===== src/rtl/fft_control_unit_2.sv =====
// fft_control_unit_2: sequencing controller for an in-place radix-2 DIT FFT.
// It streams sample pairs in to bit-reversed addresses and runs log2(N)
// butterfly stages through a BF_LAT-deep write-back pipe. It then streams
// the results out in natural order under valid/ready.
//
// state  | meaning
// IDLE   | waiting for start_i; mode bits latched on start
// LOAD   | accepting sample pairs, writing to bit-reversed addresses
// COMP   | issuing one butterfly read pair per cycle for the current stage
// DRAIN  | flushing the butterfly pipe for BF_LAT cycles, no reads
// UNLOAD | reading natural-order pairs out under valid/ready
module fft_control_unit_2 #(
   parameter int  N      = 1024,
   parameter int  BF_LAT = 3,
   localparam int L      = $clog2(N),
   localparam int SW     = $clog2(L)
) (
   input  logic          clk,
   input  logic          rstn,
   input  logic          start_i,
   input  logic          inverse_i,
   input  logic          scale_i,
   input  logic          ld_valid_i,
   output logic          ld_ready_o,
   output logic          ul_valid_o,
   input  logic          ul_ready_i,
   output logic [L-1:0]  rd_addr_x0_o,
   output logic [L-1:0]  rd_addr_x1_o,
   output logic          rd_en_o,
   output logic [L-1:0]  wr_addr_x0_o,
   output logic [L-1:0]  wr_addr_x1_o,
   output logic          we_o,
   output logic          src_sel_o,
   output logic          bf_ce_o,
   output logic [L-2:0]  twiddle_addr_o,
   output logic          twiddle_conj_o,
   output logic          bf_scale_o,
   output logic [SW-1:0] stage_o,
   output logic          busy_o,
   output logic          fft_ready_o,
   output logic [2:0]    state_o
);

   localparam int             DW         = (BF_LAT > 1) ? $clog2(BF_LAT) : 1;
   localparam int             TWW        = 2 * L - 1;
   localparam logic [DW-1:0]  DRAIN_LOAD = DW'(BF_LAT - 1);
   localparam logic [L-2:0]   LAST       = '1;
   localparam logic [SW-1:0]  LAST_STAGE = SW'(L - 1);

   typedef enum logic [2:0] {
      IDLE   = 3'd0,
      LOAD   = 3'd1,
      COMP   = 3'd2,
      DRAIN  = 3'd3,
      UNLOAD = 3'd4
   } state_t;

   state_t        state;
   logic [L-2:0]  cnt;        // load beat, butterfly index or unload read index
   logic [DW-1:0] drain_cnt;
   logic          rd_done;    // last unload read has been issued

   logic [L-1:0]  j_ext;
   logic [L-1:0]  bf_mask;
   logic [L-1:0]  bf_p;
   logic [L-1:0]  bf_a;
   logic [L-1:0]  bf_b;
   logic [L-2:0]  bf_tw;

   logic          pipe_v  [BF_LAT];
   logic [L-1:0]  pipe_a0 [BF_LAT];
   logic [L-1:0]  pipe_a1 [BF_LAT];

   function automatic logic [L-1:0] bitrev(input logic [L-1:0] v);
      logic [L-1:0] r;
      for (int i = 0; i < L; i++) r[i] = v[L-1-i];
      return r;
   endfunction

   assign state_o = state;
   assign busy_o  = (state != IDLE);

   // Butterfly pair and twiddle index for butterfly cnt of stage stage_o.
   always_comb begin
      j_ext   = {1'b0, cnt};
      bf_mask = (L'(1) << stage_o) - L'(1);
      bf_p    = j_ext & bf_mask;
      bf_a    = (((j_ext >> stage_o) << 1) << stage_o) | bf_p;
      bf_b    = bf_a | (L'(1) << stage_o);
      bf_tw   = (L-1)'((TWW'(bf_p) << (L - 1)) >> stage_o);
   end

   // RAM/butterfly control. Load writes and write-back come from different
   // states, so they never collide on the write ports.
   always_comb begin
      ld_ready_o     = 1'b0;
      rd_en_o        = 1'b0;
      rd_addr_x0_o   = '0;
      rd_addr_x1_o   = '0;
      wr_addr_x0_o   = '0;
      wr_addr_x1_o   = '0;
      we_o           = 1'b0;
      src_sel_o      = 1'b0;
      bf_ce_o        = 1'b0;
      twiddle_addr_o = '0;
      case (state)
         LOAD: begin
            ld_ready_o   = 1'b1;
            wr_addr_x0_o = bitrev({cnt, 1'b0});
            wr_addr_x1_o = bitrev({cnt, 1'b1});
            we_o         = ld_valid_i;
         end
         COMP: begin
            rd_en_o        = 1'b1;
            rd_addr_x0_o   = bf_a;
            rd_addr_x1_o   = bf_b;
            twiddle_addr_o = bf_tw;
            bf_ce_o        = 1'b1;
            src_sel_o      = 1'b1;
         end
         DRAIN: begin
            bf_ce_o   = 1'b1;
            src_sel_o = 1'b1;
         end
         UNLOAD: begin
            rd_addr_x0_o = {cnt, 1'b0};
            rd_addr_x1_o = {cnt, 1'b1};
            rd_en_o      = ~rd_done & (ul_ready_i | ~ul_valid_o);
         end
         default: ;
      endcase
      if (pipe_v[BF_LAT-1]) begin
         we_o         = 1'b1;
         wr_addr_x0_o = pipe_a0[BF_LAT-1];
         wr_addr_x1_o = pipe_a1[BF_LAT-1];
      end
   end

   // Write-back pipe: read pair re-emerges as the write pair BF_LAT cycles later.
   always_ff @(posedge clk or negedge rstn) begin
      if (!rstn) begin
         for (int i = 0; i < BF_LAT; i++) begin
            pipe_v[i]  <= 1'b0;
            pipe_a0[i] <= '0;
            pipe_a1[i] <= '0;
         end
      end else begin
         pipe_v[0]  <= (state == COMP);
         pipe_a0[0] <= bf_a;
         pipe_a1[0] <= bf_b;
         for (int i = 1; i < BF_LAT; i++) begin
            pipe_v[i]  <= pipe_v[i-1];
            pipe_a0[i] <= pipe_a0[i-1];
            pipe_a1[i] <= pipe_a1[i-1];
         end
      end
   end

   // Main sequencer: state, counters, mode latches and unload handshake.
   always_ff @(posedge clk or negedge rstn) begin
      if (!rstn) begin
         state          <= IDLE;
         cnt            <= '0;
         stage_o        <= '0;
         drain_cnt      <= '0;
         rd_done        <= 1'b0;
         ul_valid_o     <= 1'b0;
         fft_ready_o    <= 1'b0;
         twiddle_conj_o <= 1'b0;
         bf_scale_o     <= 1'b0;
      end else begin
         fft_ready_o <= 1'b0;
         case (state)
            IDLE: begin
               if (start_i) begin
                  twiddle_conj_o <= inverse_i;
                  bf_scale_o     <= scale_i;
                  cnt            <= '0;
                  stage_o        <= '0;
                  state          <= LOAD;
               end
            end
            LOAD: begin
               if (ld_valid_i) begin
                  if (cnt == LAST) begin
                     cnt     <= '0;
                     stage_o <= '0;
                     state   <= COMP;
                  end else begin
                     cnt <= cnt + 1'b1;
                  end
               end
            end
            COMP: begin
               if (cnt == LAST) begin
                  cnt       <= '0;
                  drain_cnt <= DRAIN_LOAD;
                  state     <= DRAIN;
               end else begin
                  cnt <= cnt + 1'b1;
               end
            end
            DRAIN: begin
               if (drain_cnt == '0) begin
                  if (stage_o == LAST_STAGE) begin
                     state <= UNLOAD;
                  end else begin
                     stage_o <= stage_o + 1'b1;
                     state   <= COMP;
                  end
               end else begin
                  drain_cnt <= drain_cnt - 1'b1;
               end
            end
            UNLOAD: begin
               if (rd_en_o) begin
                  ul_valid_o <= 1'b1;
                  // Counter parks on the last pair so the address stays put.
                  if (cnt == LAST) rd_done <= 1'b1;
                  else             cnt     <= cnt + 1'b1;
               end else if (ul_ready_i) begin
                  ul_valid_o <= 1'b0;
               end
               if (ul_valid_o && ul_ready_i && rd_done) begin
                  state       <= IDLE;
                  fft_ready_o <= 1'b1;
                  rd_done     <= 1'b0;
                  cnt         <= '0;
               end
            end
            default: state <= IDLE;
         endcase
      end
   end

endmodule


===== config.mk =====
export PLATFORM = sky130hd
export DESIGN_NAME = fft_control_unit_2
export DESIGN_NICKNAME = d
export VERILOG_FILES = /design/src/rtl/fft_control_unit_2.sv
export SDC_FILE = /design/constraint.sdc
export NUM_CORES = 1
export LEC_CHECK = 0
export CAP_MARGIN = 10
export CORE_MARGIN = 2
export CORE_UTILIZATION = 50
export DETAILED_ROUTE_END_ITERATION = 7
export PLACE_DENSITY = 0.82
export SYNTH_ARGS = -nofsm -noshare
export SYNTH_HDL_FRONTEND = slang
export SYNTH_SLANG_ARGS = --single-unit

===== constraint.sdc =====
create_clock -name clk -period 7.39 [get_ports clk]
set_clock_uncertainty 0.15 [all_clocks]
set_input_delay 1.478 -clock clk [delete_from_list [all_inputs] [get_ports clk]]
set_output_delay 1.478 -clock clk [all_outputs]
set_load 0.05 [all_outputs]

==> results.toml <==
[cells_and_area]
n_fill_cell = 774
seq_area_sq_mm = 0.00215
drive_gt1_share_pct = 6.97
antenna_cells = 0
area_growth_pct = 19.0
finalNetCount = 558
multi_input_comb_area_sq_mm = 0.00228

[clock_tree]
cts_tree = "done"
clock_sinks = 86
clock_latency_ns = 0.36
htreeDepth = 3
post_cts_resized = 0
path_clk_slew_ns = 0.09
cts_setup_buffers = 0
cts_buffers = 9
root_buffer = "clkbuf_8"
cts_max_path_buffers = 2
ctsHoldBuffers = 0

[run]
cap_violations = 0

[critical_path]
cp_slowest_cell = "clkdlybuf4s50_1"
cp_max_fo = 14
path_cells = "inv_1, ha_1, or3b_1, ha_1, nand2b_1, mux2i_1, a21oi_1, a2111oi_0, o21ai_1, a31oi_1, clkdlybuf4s50_1"
cp.required_ns = 5.76
crit_top_cell = "ha_1"
crit_path_max_incr_delay_ns = 0.83
arrival_ns = 4.94
crit_type = "flop to output port"
end_kind = "output port"
critPathLaunchType = "flop"

[logic_synthesis]
syn_inst = 499
yosysWarnings = 0
synth_edf_count = 0
yosysTopAreaCell = "dfrtp_1"
syn_area_per_cell_sq_um = 9.44
synthArstFlopShare_pct = 100
ys_ff_latch = 86
synth_fp_nets = 516
synth-seq-area-share_pct = 45.7
synth_most_common_cell = "dfrtp_1"
synth.distinct_cells = 67
ys.flop_type = "dfrtp_1"
synth.top_cells.by_area = "dfrtp_1 46%, a22o_1 4.6%, nand2_1 4.1%"
ys_top_cells_by_count = "86 x dfrtp_1, 52 x nand2_1, 29 x clkbuf_1"
syn_area_sq_mm = 0.00471
synth.top_cell.area_share_pct = 45.7

[floorplan]
fp.dieW_um = 101
die_h_um = 101
io_pins = 73
num_rows = 35
dieArea_sq_mm = 0.0102
core_sq_mm = 0.00920
floorplan.initialDensity_pct = 51.2

[sta]
whs_ns = 0.190
slew_viol_final = 0
fin_tns_setup_ns = 0
max_freq_ghz = 0.152
max_slew_margin_pct = 30.6
grt_setup_unrepaired = "false"
hold_viol_final = 0
finalSetupViolations = 0
post-route-period-util_pct = 88.9
worst_pin_slew_ns = 1.04
final.min_clock_period_ns = 6.57

[power_and_ir_drop]
leakage_nw = 2.44
vdd_drop_max_uv = 208
power.density_mw_per_mm2 = 364

[routing]
dr.pass1.iters = 5
wl_um = 13300
routed_via_density = 6.35
antenna_left = 0
drc_errors = 0
via_count = 4166
dr.first_iter.drc_count = 489
wl_per_cell_um = 20.2

[place]
gp_congestion = 1.00
port_buffers = 72
dp_hpwl_um = 9140

[grt]
grt_pass1_wl_um = 20900
antenna_found_initial = 0
grt_max_degree = 87
grt_pass1_vias = 3915
grt_overflow = 0
gr-usage-all-layers_pct = 26.7

[run_status]
outcome = "finished, final reports clean"

[worst_hold_path]
hp-class = "flop to flop"
-- power by group --
group          internal (mW)  total, mW  switching (mW)
sequential             0.564      0.651          0.0867
clock                  0.157      0.332           0.175
combinational          0.344       1.06           0.714
-- area by class of cell --
type	count	area share, %
Sequential cell	86	38.4
Multi-Input combinational cell	347	40.7
Inverter	18	1.21
Clock buffer	9	2.21
Tap cell	111	2.48
Clock inverter	6	1.27
Timing Repair Buffer	79	13.8
-- sequential cells by signal, indices dropped and copies added, names as in the netlist --
name and cells:
state_o 3, stage_o 4, drain_cnt 2, pipe_a1 30, rd_done 1, fft_ready_o 1
pipe_v 3, twiddle_conj_o 1, cnt 9, pipe_a0 30, bf_scale_o 1, ul_valid_o 1
-- per-layer routing --
layer  vias up  share of wire [%]  global-route usage (%)
li1       1892                  -                       -
met1      2047                 44                    36.8
met2       203                 48                    43.3
met3        24                6.1                    5.06
met4         0                1.4                    7.17
met5         -                  0                       0
-- worst max-delay path: cells and delay by family, from the launching register on --
kind	cells	cell delay (ns)
flip-flops	1	0.38
buffers and inverters	2	1.19
AO/OA/AOI/OAI	4	1.07
AND/OR/NAND/NOR	2	0.69
adder cells (fa/ha/maj)	2	0.92
multiplexers	1	0.31
-- cell families (layout without fill, tap and decap cells) --
logic type,Yosys count,after routing,synth area share [%]
AND/OR/NAND/NOR,164,164,17.9
AO/OA/AOI/OAI,154,154,23.2
flip-flops,86,86,45.7
buffers and inverters,66,112,5.92
multiplexers,17,17,4.28
adder cells (fa/ha/maj),10,10,2.66
XOR/XNOR,2,2,0.372
-- metrics by stage --
stage	power [mW]	instances	util (%)	setup slack (ns)	instance area (sq um)
floorplan	1.41	499	-	1.11	4710
global placement	1.69	641	58.8	1.59	5410
detailed placement	1.70	641	58.8	1.35	5410
CTS	2.04	656	60.9	0.943	5600
global route	2.15	656	60.9	0.596	5600
finish	2.04	656	60.9	0.818	5600
-- layout by cell type (no fill, tap or decap), drive strengths merged, types with 11 or more instances in the layout --
| master | instances |
|---|---|
| clkdlybuf4s50 | 71 |
| inv | 19 |
| nand2b | 13 |
| o21ai | 40 |
| a22o | 25 |
| a21oi | 18 |
| nor2b | 11 |
| nor2 | 25 |
| nand2 | 52 |
| nand3 | 16 |
| dfrtp | 86 |
-- worst paths after layout --
kind | slack (ns) | to | start | cells after the start
hold reg to reg | 0.19 | pipe_a0[15]$_DFF_PN0_ | pipe_a0[25]$_DFF_PN0_ | 0
hold / removal | 0.19 | pipe_a0[15]$_DFF_PN0_ | pipe_a0[25]$_DFF_PN0_ | 0
min in group asynchronous | 1.13 | pipe_a1[9]$_DFF_PN0_ | rstn | 1
max in group asynchronous | 5.26 | pipe_a0[16]$_DFF_PN0_ | rstn | 1
setup / recovery | 0.82 | twiddle_addr_o[2] | stage_o[0]$_DFFE_PN0P_ | 11
setup reg to reg | 3.62 | pipe_a0[26]$_DFF_PN0_ | stage_o[0]$_DFFE_PN0P_ | 11
No activity file was read; power rests on OpenSTA's default activity.
